--- config.mk ---
export PLATFORM = sky130hd
export DESIGN_NAME = data_mem_ctrl
export DESIGN_NICKNAME = d
export VERILOG_FILES = /design/src/rtl/mem_map_pkg.sv /design/src/rtl/mem_lane_unit.sv /design/src/rtl/data_mem_ctrl.sv
export SDC_FILE = /design/constraint.sdc
export NUM_CORES = 1
export LEC_CHECK = 0
export CORE_ASPECT_RATIO = 0.8
export CORE_MARGIN = 1
export CORE_UTILIZATION = 30
export DETAILED_ROUTE_END_ITERATION = 16
export MAX_ROUTING_LAYER = met4
export PLACE_DENSITY = 0.65
export SLEW_MARGIN = 20
export SYNTH_ARGS = -nofsm -noshare
export SYNTH_HDL_FRONTEND = slang
export SYNTH_SLANG_ARGS = --single-unit
--- constraint.sdc ---
create_clock -name clk -period 6.5 [get_ports clk]
set_input_delay 1.3 -clock clk [delete_from_list [all_inputs] [get_ports clk]]
set_output_delay 1.3 -clock clk [all_outputs]
set_load 0.01 [all_outputs]
--- src/rtl/mem_map_pkg.sv ---
// Shared address map, size/error encodings and controller state enum for the
// data-memory responder.
package mem_map_pkg;

    localparam logic [31:0] GP_BASE  = 32'h1001_0000;
    localparam logic [31:0] GP_LIMIT = 32'h1001_0FFF;
    localparam logic [31:0] SP_BASE  = 32'h7FFF_F000;
    localparam logic [31:0] SP_LIMIT = 32'h7FFF_FFFF;

    localparam logic [1:0] SZ_BYTE = 2'b00;
    localparam logic [1:0] SZ_HALF = 2'b01;
    localparam logic [1:0] SZ_WORD = 2'b10;

    localparam logic [1:0] ERR_OK       = 2'b00;
    localparam logic [1:0] ERR_UNMAPPED = 2'b01;
    localparam logic [1:0] ERR_MISALIGN = 2'b10;

    typedef enum logic [2:0] {
        S_IDLE,
        S_RD,
        S_RDW,
        S_WR,
        S_RESP
    } state_e;

    // The reserved encoding 2'b11 behaves exactly like a word access.
    function automatic logic is_word(input logic [1:0] sz);
        return sz[1];
    endfunction

endpackage

--- src/rtl/mem_lane_unit.sv ---
// Little-endian lane logic: load extraction with zero/sign extension, and the
// merge of a right-aligned sub-word store into the word read back from RAM.
module mem_lane_unit
    import mem_map_pkg::*;
(
    input  logic [31:0] rdata_i,
    input  logic [31:0] wdata_i,
    input  logic [1:0]  lane_i,
    input  logic [1:0]  size_i,
    input  logic        signext_i,
    output logic [31:0] load_o,
    output logic [31:0] merge_o
);

    logic [7:0]  byte_sel;
    logic [15:0] half_sel;

    always_comb begin
        byte_sel = rdata_i[{lane_i, 3'b000} +: 8];
        half_sel = lane_i[1] ? rdata_i[31:16] : rdata_i[15:0];
        load_o   = rdata_i;
        merge_o  = wdata_i;
        case (size_i)
            SZ_BYTE: begin
                load_o  = {{24{signext_i & byte_sel[7]}}, byte_sel};
                merge_o = rdata_i;
                merge_o[{lane_i, 3'b000} +: 8] = wdata_i[7:0];
            end
            SZ_HALF: begin
                load_o  = {{16{signext_i & half_sel[15]}}, half_sel};
                merge_o = rdata_i;
                merge_o[{lane_i[1], 4'b0000} +: 16] = wdata_i[15:0];
            end
            default: begin
                load_o  = rdata_i;
                merge_o = wdata_i;
            end
        endcase
    end

endmodule

--- src/rtl/data_mem_ctrl.sv ---
// Single-outstanding data-memory controller: address translation, fault check,
// synchronous-read RAM sequencing and read-modify-write for sub-word stores.
module data_mem_ctrl
    import mem_map_pkg::*;
#(
    parameter int PADDR_W = 11,
    parameter int DATA_W  = 32
) (
    input  logic               clk,
    input  logic               rst,
    // Handshake: a request transfers on a rising edge where req_valid && req_ready.
    // req_ready is high only in IDLE; request inputs are ignored at all other times.
    input  logic               req_valid,
    output logic               req_ready,
    input  logic               req_write,
    input  logic [1:0]         req_size,
    input  logic               req_signext,
    input  logic [31:0]        req_addr,
    input  logic [DATA_W-1:0]  req_wdata,
    output logic               resp_valid,
    output logic [DATA_W-1:0]  resp_rdata,
    output logic [1:0]         resp_err,
    output logic [PADDR_W-1:0] mem_addr,
    output logic               mem_re,
    output logic               mem_we,
    output logic [DATA_W-1:0]  mem_wdata,
    input  logic [DATA_W-1:0]  mem_rdata,
    output state_e             dbg_state_o
);

    state_e              state_q, state_d;
    logic [1:0]          size_q, size_d;
    logic [1:0]          lane_q, lane_d;
    logic                signext_q, signext_d;
    logic                write_q, write_d;
    logic [DATA_W-1:0]   wdata_q, wdata_d;
    logic [PADDR_W-1:0]  mem_addr_q, mem_addr_d;
    logic [DATA_W-1:0]   mem_wdata_q, mem_wdata_d;
    logic [DATA_W-1:0]   resp_rdata_q, resp_rdata_d;
    logic [1:0]          resp_err_q, resp_err_d;
    logic                mem_re_q, mem_we_q, resp_valid_q;

    logic                in_gp, in_sp, misalign;
    logic [1:0]          req_err;
    logic [PADDR_W-1:0]  phys_idx;
    logic [DATA_W-1:0]   load_data, merge_data;

    // The stack region occupies the upper half of the RAM, so its hit bit is the index MSB.
    always_comb begin
        in_gp    = (req_addr >= GP_BASE) && (req_addr <= GP_LIMIT);
        in_sp    = (req_addr >= SP_BASE) && (req_addr <= SP_LIMIT);
        misalign = ((req_size == SZ_HALF) && req_addr[0]) ||
                   (is_word(req_size) && (req_addr[1:0] != 2'b00));
        if (!(in_gp || in_sp)) begin
            req_err = ERR_UNMAPPED;
        end else if (misalign) begin
            req_err = ERR_MISALIGN;
        end else begin
            req_err = ERR_OK;
        end
        phys_idx = PADDR_W'({in_sp, req_addr[11:2]});
    end

    mem_lane_unit u_lane (
        .rdata_i   (mem_rdata),
        .wdata_i   (wdata_q),
        .lane_i    (lane_q),
        .size_i    (size_q),
        .signext_i (signext_q),
        .load_o    (load_data),
        .merge_o   (merge_data)
    );

    always_comb begin
        state_d      = state_q;
        size_d       = size_q;
        lane_d       = lane_q;
        signext_d    = signext_q;
        write_d      = write_q;
        wdata_d      = wdata_q;
        mem_addr_d   = mem_addr_q;
        mem_wdata_d  = mem_wdata_q;
        resp_rdata_d = resp_rdata_q;
        resp_err_d   = resp_err_q;
        case (state_q)
            S_IDLE: begin
                if (req_valid) begin
                    size_d    = req_size;
                    lane_d    = req_addr[1:0];
                    signext_d = req_signext;
                    write_d   = req_write;
                    wdata_d   = req_wdata;
                    if (req_err != ERR_OK) begin
                        resp_err_d   = req_err;
                        resp_rdata_d = '0;
                        state_d      = S_RESP;
                    end else begin
                        mem_addr_d = phys_idx;
                        if (req_write && is_word(req_size)) begin
                            mem_wdata_d = req_wdata;
                            state_d     = S_WR;
                        end else begin
                            state_d = S_RD;
                        end
                    end
                end
            end
            S_RD: state_d = S_RDW;
            S_RDW: begin
                if (write_q) begin
                    mem_wdata_d = merge_data;
                    state_d     = S_WR;
                end else begin
                    resp_rdata_d = load_data;
                    resp_err_d   = ERR_OK;
                    state_d      = S_RESP;
                end
            end
            S_WR: begin
                resp_rdata_d = '0;
                resp_err_d   = ERR_OK;
                state_d      = S_RESP;
            end
            S_RESP:  state_d = S_IDLE;
            default: state_d = S_IDLE;
        endcase
    end

    // Strobes are registered from the next state so they line up with the state they belong to.
    always_ff @(posedge clk) begin
        if (rst) begin
            state_q      <= S_IDLE;
            size_q       <= SZ_BYTE;
            lane_q       <= 2'b00;
            signext_q    <= 1'b0;
            write_q      <= 1'b0;
            wdata_q      <= '0;
            mem_addr_q   <= '0;
            mem_wdata_q  <= '0;
            resp_rdata_q <= '0;
            resp_err_q   <= ERR_OK;
            mem_re_q     <= 1'b0;
            mem_we_q     <= 1'b0;
            resp_valid_q <= 1'b0;
        end else begin
            state_q      <= state_d;
            size_q       <= size_d;
            lane_q       <= lane_d;
            signext_q    <= signext_d;
            write_q      <= write_d;
            wdata_q      <= wdata_d;
            mem_addr_q   <= mem_addr_d;
            mem_wdata_q  <= mem_wdata_d;
            resp_rdata_q <= resp_rdata_d;
            resp_err_q   <= resp_err_d;
            mem_re_q     <= (state_d == S_RD);
            mem_we_q     <= (state_d == S_WR);
            resp_valid_q <= (state_d == S_RESP);
        end
    end

    assign req_ready   = (state_q == S_IDLE);
    assign resp_valid  = resp_valid_q;
    assign resp_rdata  = resp_rdata_q;
    assign resp_err    = resp_err_q;
    assign mem_addr    = mem_addr_q;
    assign mem_re      = mem_re_q;
    assign mem_we      = mem_we_q;
    assign mem_wdata   = mem_wdata_q;
    assign dbg_state_o = state_q;

endmodule

; ---- Yosys cells after proc, flatten, opt, wreduce, memory -nomap -nowiden
; Cells that the tools add are included.
[word_totals]
reg_bits = 121
in_bits = 103
output_inout_bits = 84
word_cells = 83
[op_classes]
add_sub_neg = 2
n_lt_le_gt_ge = 4
n_eq_ne = 14
shifts = 5
mux = 25
bitwise = 3
n_reduce_logical = 17
[ops]
columns = cell, count
row1 = $mux W32, 7
row2 = $pmux W32 S2, 3
row3 = $pmux W32 S3, 1
row4 = $bwmux W32, 2
row5 = $ge A32 B29 Y1 const B, 1
row6 = $ge A32 B31 Y1 const B, 1
row7 = $le A32 B29 Y1 const B, 1
row8 = $le A32 B31 Y1 const B, 1
row9 = $shift A16 B7 Y32 const A, 1
row10 = $shift A8 B7 Y32 const A, 1
row11 = $shiftx A16 B7 Y32, 1
row12 = $shiftx A32 B6 Y8, 1
row13 = $shiftx A8 B7 Y32, 1
row14 = $mux W16, 1
row15 = $neg A5 Y7, 2
row16 = $mux W2, 6
row17 = $pmux W3 S4, 1
row18 = $eq A3 B2 Y1 const B, 3
row19 = $mux W3, 3
row20 = $ne A2 B2 Y1 const B, 4
row21 = $eq A3 B1 Y1 const B, 2
row22 = $pmux W2 S3, 1
row23 = $reduce_bool A2 Y1, 3
row24 = $logic_and A1 B1 Y1, 5
row25 = other kinds (13), 17

; ---- Logic depth before layout (Yosys ltp)
; Gate-level depths: netlist of the first run.
[logic_depth]
word_depth = 10
depth_mapped = 10
depth_no_buf = 7

; ---- By module
; A second synthesis of the first run with hierarchy kept.
[hier_totals]
hier_cells = 884
area_unflattened_um2 = 7420.9
[by_module_without_submodules]
columns = mod, instances, cells_each, area_each_um2, seq_area_each_um2
row1 = data_mem_ctrl, 1, 598, 5530.3, 2422.3
row2 = mem_lane_unit, 1, 286, 1890.6, 0.0

; ---- Least setup slack after synthesis of the first run
; Ideal clock, no wire load.
[synth_timing]
path_type = input to register
start = in req_addr[31]
end = reg mem_wdata_q[0], in the netlist mem_wdata[0]
setup_time_ps = 121
arrival_time_ps = 2941
required_ps = 6379
setup_slack_ps = 3438
stages = 7
path_buffers = 2
cell_sequence = nand3b_4 > or4_4 > a2bb2oi_2 > o31a_1 > buf_6 > buf_12 > mux2_4
[synth_between]
elab_chain_len = 7
word_cells_on_any_way = 11
classes_between = order compare: 4 / eq/ne: 1 / mux: 1 / reduce/logical: 5
[synth_lines]
columns = element, line
row1 = "start, declared", data_mem_ctrl.sv:18  ; input logic [31:0] req_addr,
row2 = $ge A32 B29 Y1 (tied with other cells), data_mem_ctrl.sv:50  ; in_gp = (req_addr >= GP_BASE) && (req_addr <= GP_LIMIT);
row3 = $logic_and A1 B1 Y1 (on tied branches), "data_mem_ctrl.sv:50, data_mem_ctrl.sv:51"
row4 = $logic_or A1 B1 Y1 (*), data_mem_ctrl.sv:54  ; if (!(in_gp || in_sp)) begin
row5 = $mux W2 (*), data_mem_ctrl.sv:54
row6 = $reduce_bool A2 Y1 (*), data_mem_ctrl.sv:93  ; if (req_err != ERR_OK) begin
row7 = $ne A2 B2 Y1 (no line) (*), n/a
row8 = $reduce_and A5 Y1 (no line) (*), n/a
row9 = "end signal, assigned", data_mem_ctrl.sv:153  ; mem_wdata_q <= mem_wdata_d;
row10 = "end, declared", data_mem_ctrl.sv:38  ; logic [DATA_W-1:0] mem_wdata_q, mem_wdata_d;
; Every way passes the cells marked *; elsewhere a longest branch is shown, timed or not.
; A chain may end at the register's enable or synchronous reset.

; ---- Final worst setup path of the first run
[layout_timing]
start = in req_valid
end = reg mem_wdata_q[18], in the netlist mem_wdata[18]
[layout_between]
elab_chain_len = 2
[layout_lines]
columns = element, line
row1 = "start, declared", data_mem_ctrl.sv:13  ; input logic req_valid,
row2 = $ne A2 B2 Y1 (no line), n/a
row3 = $reduce_and A5 Y1 (no line), n/a
; No other way between the ends.

==> metrics.cfg, run 1 <==
[setup_path]
crit_path_max_incr_delay_ps=620
r2r_start=dbg_state_o[0]$_SDFF_PP0_
cp-endpoint=mem_wdata[18]$_SDFFE_PP0P_
worstPathArrival_ps=3690
required_ps=6800
path_class=input port to flop
rrSetupSlack_ps=3600
r2r-end=mem_wdata[18]$_SDFFE_PP0P_
start_kind=input port
critPathSlowestCell=o31a_4
worstSetupStartpoint=req_valid
crit_fanout=39
reg2reg_depth=6
cp_cell_sequence=clkdlybuf4s50_1 > and2_1 > buf_4 > nand2_1 > o31a_4 > mux2_4
endpoint_kind=flop

[cts]
ctsResizeCount=0
holdBufCountCts=0
cts.clk_slew.worst_paths_ps=50
root_buffer=clkbuf_16
numCtsBuffers=17
cts_sinks=121
clockBufferDepth=2
htreeDepth=4
cts_tree=built
clk_latency_ps=420
postCtsSetupRepairBufs=0

[grt]
grt_busiest_layer=met2
grt_overflow=0
grt_pass1_vias=6410
grt_use_met1_pct=26.4
grt_max_degree=74
grt.met3_usage_pct=7.10
antenna_found_initial=1
grt_util_all_layers_pct=20.6
grt_first_pass_wirelength_mm=35.2
use_met2_pct=31.2

[floorplanning]
fp.dieW_um=170
die_area_um2=23100
chipHeight_um=136
io_pins=187
rows=48
start_util_pct=31.0
core-area_um2=21800

[run]
drv_cap=0

[detailed_routing]
num_vias=6710
wire_per_inst_um=18.2
dr.pass1.iters=5
drc_errors=0
ant_nets=0
drtIter0Drc=634
post_drt_via_cell_ratio=5.26
drt-total-wl_mm=23.2

[synthesis]
mappedNetlistNets=929
syn_inst=821
synth_top_area_share_pct=35.8
synth_edf_count=0
syn_avg_cell_area_um2=8.23
ys_seq_area_share_pct=35.8
netlist_area_um2=6760
ys_types=55
synthFlopType=dfxtp_1
synthDominantAreaCellType=dfxtp_1
ys_top_cells_by_area=dfxtp_1 36%, nand2_1 8.3%, mux2i_1 7.8%
async_flop_share_pct=0
ys_ff_latch=121
ys.warnings.count=0

[timing]
fin_crit_sh_pct=52.1
period_needed_ps=3390
fin_setup_tns_ps=0
hold_viol=0
setup_slack_ps=3110
fin_skew_ps=7.76
setup_viol=0
worst_slew_pin_slew_ps=744
slew_violations=0
fmax_mhz=295
relSlewSlack_pct=49.7
rsz0062_at_grt=no

[placement]
io_buffer_count=186
dp_hpwl_mm=16.6
pre_cts_slack_ps=2340
gp_congestion=0.869

[worst_hold_path]
hold_path.class=flop to flop

[pwr]
p_leak_nw=3.43
ir_drop_v=0.000167
power.density_nw_per_um2=210
finalPower_w=0.00196

[finish]
drive_gt1_share_pct=7.70
fillers=2175
syn2layout_area_growth_pct=38.1
nets=1073
layout_commonest_cell=clkdlybuf4s50_1
layout_common_cells=185 x clkdlybuf4s50_1, 150 x nand2_1, 120 x dfxtp_1

[status]
outcome=complete, no violations

[cell type report]
| cell class | count | area (um2) | share of cell area [%] |
|---|---|---|---|
| multi-input cells | 618 | 4000 | 42.8 |
| flip-flops and latches | 121 | 2420 | 26.0 |
| repair buffers | 196 | 1930 | 20.7 |
| clock buffers | 25 | 495 | 5.31 |
| well taps | 300 | 375 | 4.02 |
| clock inverters | 3 | 65.1 | 0.697 |
| inverters | 11 | 41.3 | 0.442 |
| diodes | 1 | 2.50 | 0.0268 |
[routing by layer]
| metal | up-vias | share of wire [%] |
|---|---|---|
| li1 | 3245 | - |
| met1 | 3161 | 45 |
| met2 | 282 | 45 |
| met3 | 22 | 9.6 |
| met4 | 0 | 0.98 |
| met5 | - | 0 |
[metrics by stage]
stage | std cells | area, um2 | utilization (%) | hold WS, ps
finish | 1275 | 9330 | 42.8 | 447
global route | 1275 | 9330 | 42.8 | 465
CTS | 1274 | 9320 | 42.7 | 449
detailed placement | 1246 | 8750 | 40.2 | 441
global placement | 1246 | 8750 | 40.1 | 436
floorplan | 821 | 6760 | - | 431
[cells in the mapped netlist, types with 2 or more instances]
library cell  instances
nand4_1               4
nand3_1              26
a2111oi_0             6
and3_1                3
nand2_1             150
buf_12                2
buf_2                 6
a21o_1                5
a221oi_1             24
mux2_4               21
ha_1                  5
mux2_2                3
o2111ai_1            10
nor3_1               23
o21ai_0              44
o211ai_1             19
o221ai_1              2
o31ai_1               2
nor4_1                4
clkbuf_1             53
nor2b_1              39
nand2b_1             23
dfxtp_1             121
mux4_2                3
o21a_1                2
o22ai_1               6
a21oi_1              72
o311ai_0              2
mux2i_1              53
buf_1                 7
a221o_1              12
nand3b_1             10
inv_1                11
nor4b_1               2
nor2_1               26
[critical path, delay by kind of cell]
kind	cells	cell delay, ps
AOI/OAI and AO/OA	1	620
buffers and inverters	2	860
muxes	1	380
and+or+nand+nor	2	500
[cell families after synthesis]
kind of cell             share of synthesized area [%]
flip-flops                                        35.8
AO/OA/AOI/OAI                                     21.0
AND/OR/NAND/NOR                                   22.7
adder cells (fa/ha/maj)                          0.926
multiplexers                                      14.0
buffers and inverters                             5.48
[worst min path at each step]
stage,startpoint,endpoint,depth (start not counted)
floorplan,wdata_q[16]$_SDFFE_PP0P_,wdata_q[16]$_SDFFE_PP0P_,2
finish,wdata_q[17]$_SDFFE_PP0P_,wdata_q[17]$_SDFFE_PP0P_,2
detailed placement,wdata_q[19]$_SDFFE_PP0P_,wdata_q[19]$_SDFFE_PP0P_,2
global placement,wdata_q[23]$_SDFFE_PP0P_,wdata_q[23]$_SDFFE_PP0P_,2
CTS,wdata_q[19]$_SDFFE_PP0P_,wdata_q[19]$_SDFFE_PP0P_,2
global route,wdata_q[20]$_SDFFE_PP0P_,wdata_q[20]$_SDFFE_PP0P_,2
[state kept, by name, summed over array words and instances, names as in the netlist]
register	cells
mem_we	1
mem_wdata	32
mem_re	1
mem_addr	11
write_q	1
dbg_state_o	3
wdata_q	32
size_q	2
resp_err	2
signext_q	1
resp_valid	1
resp_rdata	32
lane_q	2
[power by group]
| part | switching (W) | leakage (nW) | internal, W |
|---|---|---|---|
| clock network | 0.000325 | 0.275 | 0.000595 |
| registers | 0.0000175 | 0.982 | 0.000758 |
| logic | 0.000146 | 2.17 | 0.000118 |
Power figures use the tool's default switching activity.
==> run 2, diff against run 1 <==
==> constraint.sdc (replaced) <==
create_clock -name clk -period 3.15 [get_ports clk]
set_input_delay 0.63 -clock clk [delete_from_list [all_inputs] [get_ports clk]]
set_output_delay 0.63 -clock clk [all_outputs]
set_load 0.01 [all_outputs]
==> run 2 against run 1 <==
  * Combinational power increased by 110%
  * Sequential cell count unchanged
  * Die area unchanged
  * Utilization increased by 0.53 points
  * Largest power group unchanged
  * Final cell count increased by 1.3%
  * Largest cell class unchanged
  * Total power increased by 110%
==> metrics.cfg, run 2 (same netlist as run 1, synthesis figures left out) <==
[finish]
drive_gt1_share_pct=8.70
layout_commonest_cell=clkdlybuf4s50_1
syn2layout_area_growth_pct=39.8
nets=1086
final_util_pct=43.3
layout_common_cells=185 x clkdlybuf4s50_1, 150 x nand2_1, 120 x dfxtp_1
fin_cells=1291

[worst_hold_path]
holdPathStages=2
hp-start=wdata_q[17]$_SDFFE_PP0P_
hold_path.class=flop to flop
min_to=wdata_q[17]$_SDFFE_PP0P_

[timing]
fmax_mhz=399
fin_crit_sh_pct=79.5
relSlewSlack_pct=39.2
period_needed_ps=2500
fin_skew_ps=10.5
rsz0062_at_grt=no
slew_violations=0
fin_setup_tns_ps=0
worst_slew_pin_slew_ps=913
hold_viol=0
setup_viol=0

[setup_path]
critPathSlowestCell=clkdlybuf4s50_1
rrSetupSlack_ps=810
reg2reg_depth=7
worstSetupStartpoint=dbg_state_o[0]$_SDFF_PP0_
r2r_start=lane_q[1]$_SDFFE_PP0P_
cp_cell_sequence=nor3_1 > clkdlybuf4s50_1
required_ps=2520
path_class=flop to output pin
start_kind=flop
r2r-end=mem_wdata[2]$_SDFFE_PP0P_
crit_path_max_incr_delay_ps=650
endpoint_kind=output pin
worstPathArrival_ps=1870
crit_fanout=6

[pwr]
clkPwrFrac_pct=46.2
switching_share_pct=25.5
p_leak_nw=3.48
seqPwrFrac_pct=40.0
power_switching_w=0.00103
power.density_nw_per_um2=426
ir_drop_v=0.000264
power_frac_comb_pct=13.8
p_int_w=0.00300

[detailed_routing]
drtIter0Drc=651
drc_errors=0
post_drt_via_cell_ratio=5.33
wire_per_inst_um=18.5
drt-total-wl_mm=23.9
dr.pass1.iters=5
ant_nets=0
num_vias=6878

[grt]
grt_util_all_layers_pct=21.4
grt_first_pass_wirelength_mm=36.5
antenna_found_initial=1
grt_max_degree=60
grt_overflow=0
grt_pass1_vias=6573

[placement]
io_buffer_count=186
dp_hpwl_mm=17.2
dp_cells=1259
gp_congestion=0.913

[cts]
htreeDepth=4
clk_latency_ps=430
cts.clk_slew.worst_paths_ps=50
clockBufferDepth=2
postCtsSetupRepairBufs=0
holdBufCountCts=0
cts_tree=built
numCtsBuffers=17
cts_sinks=121
ctsResizeCount=0
root_buffer=clkbuf_16

[floorplanning]
io_pins=187
chipHeight_um=136
fp.dieW_um=170
die_area_um2=23100
start_util_pct=31.0
core-area_um2=21800
rows=48

[status]
outcome=complete, no violations

[run]
drv_cap=0

[run 2: cell types whose count changed in the layout (fill, tap and decap cells not counted)]
cell       delta
o31a_2        +1
buf_4        +10
nor3_2        -1
o21a_2        -1
buf_12        +3
o21a_1        +1
diode_2       +1
bufinv_16     -1
nor3_1        +1
clkbuf_1      +2
o31a_4        -1
clkbuf_8      +1
[run 2: final cells by class]
class / count / area [um2]
well taps: 300 / 375
multi-input cells: 618 / 3980
fillers: 2169 / 12400
flip-flops and latches: 121 / 2420
clock inverters: 2 / 35.0
clock buffers: 28 / 517
inverters: 11 / 41.3
diodes: 2 / 5.00
repair buffers: 209 / 2070
[run 2: stage by stage]
step	setup WS, ps	hold WS, ps	power, W	instance area [um2]
after floorplan	529	431	0.00191	6760
after global placement	271	437	0.00218	8880
after detailed placement	220	441	0.00219	8880
after CTS	553	449	0.00404	9440
after global routing	506	469	0.00418	9440
final	646	447	0.00403	9450
[run 2: metal layers]
metal  vias up  global-route usage, %  wire [um]
met2       319                   32.2      10600
met5         -                      -          0
met1      3245                   27.3      10700
met3        29                   6.20       2150
met4         0                   7.31        402
li1       3285                      -          -
[run 2: worst max-delay path by stage]
stage / to / slack (ps) / depth (start not counted)
floorplan: mem_wdata[24]$_SDFFE_PP0P_ / 530 / 10
global placement: mem_wdata[5]$_SDFFE_PP0P_ / 270 / 7
detailed placement: mem_wdata[5]$_SDFFE_PP0P_ / 220 / 7
CTS: mem_wdata[27]$_SDFFE_PP0P_ / 550 / 7
global route: req_ready / 510 / 2
finish: req_ready / 650 / 2
[run 2: worst max-delay path, delay by kind of cell, from the launching register on]
kind	cells	cell delay, ps
flops	1	370
buf+inv	1	650
simple gates	1	430
[run 2: power by group through the flow]
| stage | combinational [W] | sequential, W | clock (W) |
|---|---|---|---|
| 2_1_floorplan | 0.000292 | 0.00162 | 0 |
| 3_3_place_gp | 0.000542 | 0.00164 | 0 |
| 3_5_place_dp | 0.000546 | 0.00164 | 0 |
| 4_1_cts | 0.000550 | 0.00161 | 0.00188 |
| 5_1_grt | 0.000601 | 0.00161 | 0.00196 |
| 6_report | 0.000556 | 0.00161 | 0.00186 |
